`config.mk`:
```
export PLATFORM = sky130hd
export DESIGN_NAME = i2s_stereo_rx
export DESIGN_NICKNAME = d
export VERILOG_FILES = /design/src/rtl/i2s_stereo_rx.sv
export SDC_FILE = /design/constraint.sdc
export NUM_CORES = 1
export LEC_CHECK = 0
export ABC_CLOCK_PERIOD_IN_PS = 2700
export BUFFER_PORTS_ARGS = -buffer_cell sky130_fd_sc_hd__buf_2
export CAP_MARGIN = 5
export CORE_MARGIN = 2
export CORE_UTILIZATION = 58
export CTS_CLUSTER_SIZE = 25
export DETAILED_ROUTE_END_ITERATION = 8
export HOLD_SLACK_MARGIN = 0.03
export PLACE_DENSITY = 0.78
export SLEW_MARGIN = 0
export SYNTH_ARGS = -nofsm -noshare
export SYNTH_HDL_FRONTEND = slang
export SYNTH_SLANG_ARGS = --single-unit
```
`constraint.sdc`:
```
create_clock -name clk -period 2.7 [get_ports clk]
set_clock_uncertainty 0.15 [all_clocks]
set_input_delay 0.54 -clock clk [delete_from_list [all_inputs] [get_ports clk]]
set_output_delay 0.54 -clock clk [all_outputs]
set_load 0.02 [all_outputs]
```
`src/rtl/i2s_stereo_rx.sv`:
```
// i2s_stereo_rx: framed stereo serial-audio receiver (I2S or left-justified).
// Captures a DATA_W-bit left/right pair and publishes it with a one-clk valid
// strobe; slots ending with fewer than DATA_W bits pulse short_err.
// Optional macro I2S_RX_SYNC_EN: bck/ws/sdin pass through two-flop
// synchronizers (+2 clk latency) when the codec clocks are asynchronous to clk.
//
// state     | meaning
// WAIT_EDGE | idle; waits for a ws boundary into a left slot
// RX_LEFT   | capturing the left slot
// RX_RIGHT  | capturing the right slot; its end publishes the pair
module i2s_stereo_rx #(
  parameter int DATA_W = 16,
  parameter int CNT_W  = 6
) (
  input  logic              clk,
  input  logic              nRst,
  input  logic              enable,
  input  logic              lj_mode,
  input  logic              bck,
  input  logic              ws,
  input  logic              sdin,
  output logic [DATA_W-1:0] left_data,
  output logic [DATA_W-1:0] right_data,
  output logic              valid,
  output logic              short_err
);

  typedef enum logic [1:0] {WAIT_EDGE, RX_LEFT, RX_RIGHT} state_t;

  localparam logic [CNT_W-1:0]  CNT_MAX  = '1;
  localparam logic [CNT_W:0]    DATA_W_C = (CNT_W+1)'(DATA_W);
  localparam logic [DATA_W-1:0] MSB_ONE  = {1'b1, {(DATA_W-1){1'b0}}};

  state_t            state;
  logic              bck_s, ws_s, sdin_s;
  logic              bck_reg, ws_prev, lj_q;
  logic [DATA_W-1:0] shreg, left_hold;
  logic [CNT_W-1:0]  bitcnt;
  logic              rise, bnd, lj_eff, own_bit, short_end;
  logic [DATA_W-1:0] word_now, start_word;
  logic [CNT_W-1:0]  cnt_now, start_cnt;

`ifdef I2S_RX_SYNC_EN
  logic [1:0] bck_sync, ws_sync, sdin_sync;

  // Two-flop synchronizers for the codec pins.
  always_ff @(posedge clk or negedge nRst) begin
    if (!nRst) begin
      bck_sync  <= '0;
      ws_sync   <= '0;
      sdin_sync <= '0;
    end else begin
      bck_sync  <= {bck_sync[0], bck};
      ws_sync   <= {ws_sync[0], ws};
      sdin_sync <= {sdin_sync[0], sdin};
    end
  end

  assign bck_s  = bck_sync[1];
  assign ws_s   = ws_sync[1];
  assign sdin_s = sdin_sync[1];
`else
  assign bck_s  = bck;
  assign ws_s   = ws;
  assign sdin_s = sdin;
`endif

  assign rise = !bck_reg && bck_s;
  assign bnd  = rise && (ws_s != ws_prev);

  // Word/count after this rise, and the seed values for a new slot.
  always_comb begin
    lj_eff   = (state == WAIT_EDGE) ? lj_mode : lj_q;
    // In LJ mode the boundary rise already belongs to the next slot.
    own_bit  = rise && !(lj_eff && bnd);
    word_now = shreg;
    cnt_now  = bitcnt;
    if (own_bit) begin
      // The mask shifts out to zero past DATA_W, discarding surplus bits.
      if (sdin_s) word_now = shreg | (MSB_ONE >> bitcnt);
      if (bitcnt != CNT_MAX) cnt_now = bitcnt + CNT_W'(1);
    end
    short_end  = ({1'b0, cnt_now} < DATA_W_C);
    start_word = (lj_eff && sdin_s) ? MSB_ONE : '0;
    start_cnt  = lj_eff ? CNT_W'(1) : '0;
  end

  // Frame FSM: edge tracking, slot capture and pair publication.
  always_ff @(posedge clk or negedge nRst) begin
    if (!nRst) begin
      state      <= WAIT_EDGE;
      bck_reg    <= 1'b0;
      ws_prev    <= 1'b0;
      lj_q       <= 1'b0;
      shreg      <= '0;
      bitcnt     <= '0;
      left_hold  <= '0;
      left_data  <= '0;
      right_data <= '0;
      valid      <= 1'b0;
      short_err  <= 1'b0;
    end else begin
      bck_reg   <= bck_s;
      valid     <= 1'b0;
      short_err <= 1'b0;
      if (rise) ws_prev <= ws_s;
      if (!enable) begin
        state  <= WAIT_EDGE;
        shreg  <= '0;
        bitcnt <= '0;
      end else begin
        case (state)
          WAIT_EDGE: begin
            lj_q <= lj_mode;
            if (bnd && !ws_s) begin
              state  <= RX_LEFT;
              shreg  <= start_word;
              bitcnt <= start_cnt;
            end
          end
          RX_LEFT: begin
            if (bnd) begin
              left_hold <= word_now;
              short_err <= short_end;
              state     <= RX_RIGHT;
              shreg     <= start_word;
              bitcnt    <= start_cnt;
            end else if (rise) begin
              shreg  <= word_now;
              bitcnt <= cnt_now;
            end
          end
          RX_RIGHT: begin
            if (bnd) begin
              left_data  <= left_hold;
              right_data <= word_now;
              valid      <= 1'b1;
              short_err  <= short_end;
              state      <= RX_LEFT;
              shreg      <= start_word;
              bitcnt     <= start_cnt;
            end else if (rise) begin
              shreg  <= word_now;
              bitcnt <= cnt_now;
            end
          end
          default: state <= WAIT_EDGE;
        endcase
      end
    end
  end

endmodule

```
# Word-level counts from Yosys, hierarchy flattened
# Cells that the tools add are included.
dict set report totals {
  out_inout_bits 34
  regBits 77
}
dict set report op_classes {
  muxes 28
  n_reduce_logical 15
  order_cmp 1
  add_sub_neg 1
  n_bitwise 1
  shifts 1
  n_eq_ne 9
}
# cell count
set op_table {}
lappend op_table {{two-way mux 16 bit} 7}
lappend op_table {{two-way mux 6 bit} 6}
lappend op_table {{case mux 16 bit (2 select lines)} 1}
lappend op_table {{bitwise OR 16 bit} 1}
lappend op_table {{right shift 16 x 6 -> 16 bit (first input constant)} 1}
lappend op_table {{case mux 6 bit (2 select lines)} 1}
lappend op_table {{AND reduction 3 bit} 4}
lappend op_table {{two-way mux 1 bit} 8}
lappend op_table {{two-way mux 2 bit} 4}
lappend op_table {{adder 6 x 1 -> 6 bit (second input constant)} 1}
lappend op_table {{logical AND 1 bit} 6}
lappend op_table {{less-than comparator 6 x 5 -> 1 bit (second input constant)} 1}
lappend op_table {{inequality test 3 x 2 -> 1 bit (second input constant)} 2}
lappend op_table {{inequality test 3 bit (second input constant)} 2}
lappend op_table {{inequality test 6 bit (second input constant)} 1}
lappend op_table {{case mux 2 bit (3 select lines)} 1}
lappend op_table {{inequality test 4 x 2 -> 1 bit (second input constant)} 1}
lappend op_table {{logical NOT 1 bit} 3}
lappend op_table {{equality test 2 x 1 -> 1 bit (second input constant)} 1}
lappend op_table {{equality test 2 bit (second input constant)} 1}
lappend op_table {{logical NOT 2 bit} 1}
lappend op_table {{OR reduction 2 bit} 1}
lappend op_table {{inequality test 1 bit} 1}

# Depth between registers and ports, before layout
dict set report logic_depth {
  ltp_word 11
  ltp_mapped 9
  mapped_depth_nobuf 7
}

# Worst setup path after synthesis
# No wires, ideal clock.
dict set report synth_path {
  path_type {flip-flop to flip-flop}
  startpoint {reg state[0]}
  endpoint {reg shreg[12]}
  setup_time_ns 0.121
  stages_incl_launch_ff 10
  t_arrival_ns 1.824
  required_ns 2.429
  setup_slack_ns 0.606
  path_cell_list {dfrtp_1 inv_1 ha_1 buf_2 nand2b_1 a21oi_1 nand2b_1 nand2_1 buf_2 a22o_1}
}
dict set report synth_between {
  elab_chain_len 10
  elab_cells_between_ends 17
}
# element line
set synth_lines {}
lappend synth_lines {{start, declared} 34} ;# state_t state;
lappend synth_lines {{start signal, assigned} 91} ;# state <= WAIT_EDGE;
lappend synth_lines {{start signal, assigned} 108} ;# state <= WAIT_EDGE;
lappend synth_lines {{start signal, assigned} 116} ;# state <= RX_LEFT;
lappend synth_lines {{logical NOT 2 bit} {73, 112}}
lappend synth_lines {{two-way mux 1 bit} -}
lappend synth_lines {{logical AND 1 bit} 75} ;# own_bit = rise && !(lj_eff && bnd);
lappend synth_lines {{logical NOT 1 bit} 75}
lappend synth_lines {{logical AND 1 bit} 75}
lappend synth_lines {{two-way mux 16 bit} 78} ;# if (own_bit) begin
lappend synth_lines {{two-way mux 16 bit} {128, 142}}
lappend synth_lines {{two-way mux 16 bit} 134} ;# if (bnd) begin
lappend synth_lines {{case mux 16 bit (2 select lines)} 112} ;# case (state)
lappend synth_lines {{two-way mux 16 bit} 107} ;# if (!enable) begin
lappend synth_lines {{end signal, assigned} 117} ;# shreg <= start_word;
lappend synth_lines {{end signal, assigned} 129} ;# shreg <= word_now;
lappend synth_lines {{end signal, assigned} 143} ;# shreg <= word_now;
lappend synth_lines {{end, declared} 37} ;# logic [DATA_W-1:0] shreg, left_hold;
# Parallel ways exist; a longest one is shown, timed or not. The select of a mux whose other input is x is not followed.
# A chain may end at the register's enable or synchronous reset.

# Final worst setup path
dict set report layout_path {
  startpoint {reg state[0]}
  endpoint {reg shreg[15]}
}
# Same word-level chain as after synthesis.

==> flow_summary.json <==
{
  "status": "finished clean",
  "yosysTopAreaCell": "dfrtp_1",
  "p_total_mw": 2.79,
  "yosys_most_used_dff": "dfrtp_1",
  "port_buffers": 40,
  "io_pins": 41,
  "gr-total-overflow": 0,
  "die_x_um": 81.5,
  "start_util_pct": 59.5,
  "htree_levels": 3,
  "clk_pin_slew_worst_paths_ns": 0.08,
  "grt_util_all_layers_pct": 23.0,
  "place_area_um2": 3730,
  "clock-sinks": 77,
  "synth_warnings": 0,
  "synth_edf_count": 0,
  "wl_per_cell_um": 15.4,
  "grt_max_degree": 78,
  "hold_viol_final": 0,
  "ys_seq_area_share_pct": 55.3,
  "netlist_area_um2": 3480,
  "criticalPathCategory": "flip-flop to flip-flop",
  "syn_nets": 348,
  "place_congestion": 0.920,
  "powerDensity_nw_per_um2": 699,
  "post-route-min-period_ns": 2.50,
  "diodes": 0,
  "critPathMaxFanout": 13,
  "cts-root-buf": "clkbuf_8",
  "yosysMostFrequentCell": "dfrtp_1",
  "first_pass_iters": 4,
  "hold_buffers": 0,
  "synth_top_cell_area_share_pct": 55.3,
  "grt_pass1_vias": 2394,
  "maxSlewHeadroom_pct": 36.7,
  "syn_avg_cell_area_um2": 10.4,
  "synthDistinctLibCells": 47,
  "clockBufferDepth": 2,
  "cpMostUsedCell": "nand2b_1",
  "dp_hpwl_mm": 4.90,
  "slew_viol_final": 0,
  "nNetsFinal": 390,
  "arrival_ns": 2.58,
  "max_freq_mhz": 399,
  "min_period_over_period_pct": 92.7,
  "rr_startpoint": "state[0]",
  "async_flop_share_pct": 100,
  "cts_tree": "built",
  "antenna_left": 0,
  "ys_top_cells_by_count": "dfrtp_1, nand2_1, nor2_1",
  "syn_to_final_growth_pct": 14.4,
  "ys_seq_elements": 77,
  "die_area_um2": 6640,
  "routed_wl_mm": 7.07,
  "vias_per_cell": 5.66,
  "fin_setup_tns_ns": 0,
  "drv_cap": 0,
  "p_leak_nw": 2.06,
  "die_h_um": 81.5,
  "crit_chain": "inv_1 -> ha_1 -> nand2b_1 -> a21oi_1 -> nand2b_1 -> nand2_1 -> a221o_1",
  "vias": 2590,
  "required_ns": 2.78,
  "drtIter0Drc": 192,
  "crit_start": "state[0]",
  "cts_resized": 0,
  "drc": 0,
  "cts_made_buffers": 9,
  "critPathCaptureType": "flip-flop",
  "cp_slowest_cell": "a221o_1",
  "layout-drive-gt1-share_pct": 23.2,
  "critPathMaxStageDelay_ns": 0.43,
  "rows": 28,
  "clk-insertion-delay-late_ns": 0.34,
  "synth_area_leaders": "dfrtp_1, nand2_1, mux2_2, nor2_1, a22o_1",
  "final_area_um2": 3980,
  "worst_hold_path_type": "primary input to asynchronous set/reset pin",
  "synthCells": 336,
  "grt_pass1_wl_mm": 11.5,
  "startpoint_type": "flip-flop",
  "worst_pin_slew_ns": 0.950,
  "finalSetupViolations": 0,
  "antenna_found_initial": 0,
  "core-area_um2": 5850,
  "irDropWorstVdd_mv": 0.404,
  "cts_setup_buffers": 0,
  "rsz0062_at_grt": "false",
  "whs_ns": 0.186
}
area by class of cell:
cell class              instances  area, µm²
well taps                      75       93.8
flip-flops and latches         77       1930
fillers                       435       1870
clock buffers                  11        141
inverters                       6       22.5
clock inverters                 5        108
repair buffers                 45        240
multi-input cells             239       1450
report_power, final:
part | leakage (nW) | total (mW) | internal, mW | switching [mW]
combinational | 0.879 | 0.397 | 0.153 | 0.244
sequential | 1.06 | 1.33 | 1.26 | 0.0657
clock | 0.124 | 1.06 | 0.643 | 0.414
total | 2.06 | 2.79 | 2.06 | 0.724
layer usage:
metal	routed length (µm)	up-vias	share of wire (%)	track usage, %
li1	-	1248	-	-
met1	3240	1271	46	30.9
met2	3400	67	48	36.7
met3	369	4	5.2	5.49
met4	56	0	0.79	8.14
met5	0	-	0	0
stage by stage:
stage	util [%]	cells	setup WS [ns]
final	68.1	458	0.196
after CTS	68.1	458	0.204
after global routing	68.1	458	0.0317
after floorplan	-	336	0.606
after global placement	63.8	442	0.307
after detailed placement	63.8	442	0.218
critical path: cells and delay by family, from the launching register on:
family          cells  cell delay, ns
simple gates        3            0.71
compound gates      2            0.71
flops               1            0.42
fa+ha+maj           1            0.31
buf+inv             1            0.09
worst paths after layout:
kind	endpoint	cells after the start	slack (ns)
min in group clk	bck_reg	1	0.20
setup / recovery	shreg[15]	7	0.20
setup reg to reg	shreg[15]	7	0.20
max in group asynchronous	bitcnt[0]	1	1.59
hold reg to reg	left_data[9]	2	0.31
hold / removal	left_data[2]	1	0.19
cell families (layout without fill, tap and decap cells):
kind of cell,count (synthesis),after routing,share of synthesized area (%)
and+or+nand+nor,154,154,20.9
adders and majority gates,5,5,1.80
muxes,20,20,6.50
AOI/OAI and AO/OA,57,57,11.7
xor gates and xnor gates,3,3,0.754
buffers and inverters,20,67,3.02
DFF,77,77,55.3
layout by cell type (no fill, tap or decap), types with 2 or more instances in the layout:
cell and count:
a21oi_1 6, a22o_1 12, and2_1 3, and3_1 3, and4_1 2, buf_2 39
buf_4 6, bufinv_16 3, clkbuf_8 10, clkinv_4 2, dfrtp_1 77, ha_1 5
inv_1 5, mux2_2 17, mux2i_1 2, nand2_1 61, nand2b_1 5, nand3_1 8
nand3_2 2, nand3b_1 3, nor2_1 42, nor2b_1 4, nor3_1 8, o21ai_0 6
o21bai_1 8, o22ai_1 16, or2_2 2, or3_1 4, xnor2_1 2
(Power assumes the default switching activity.)
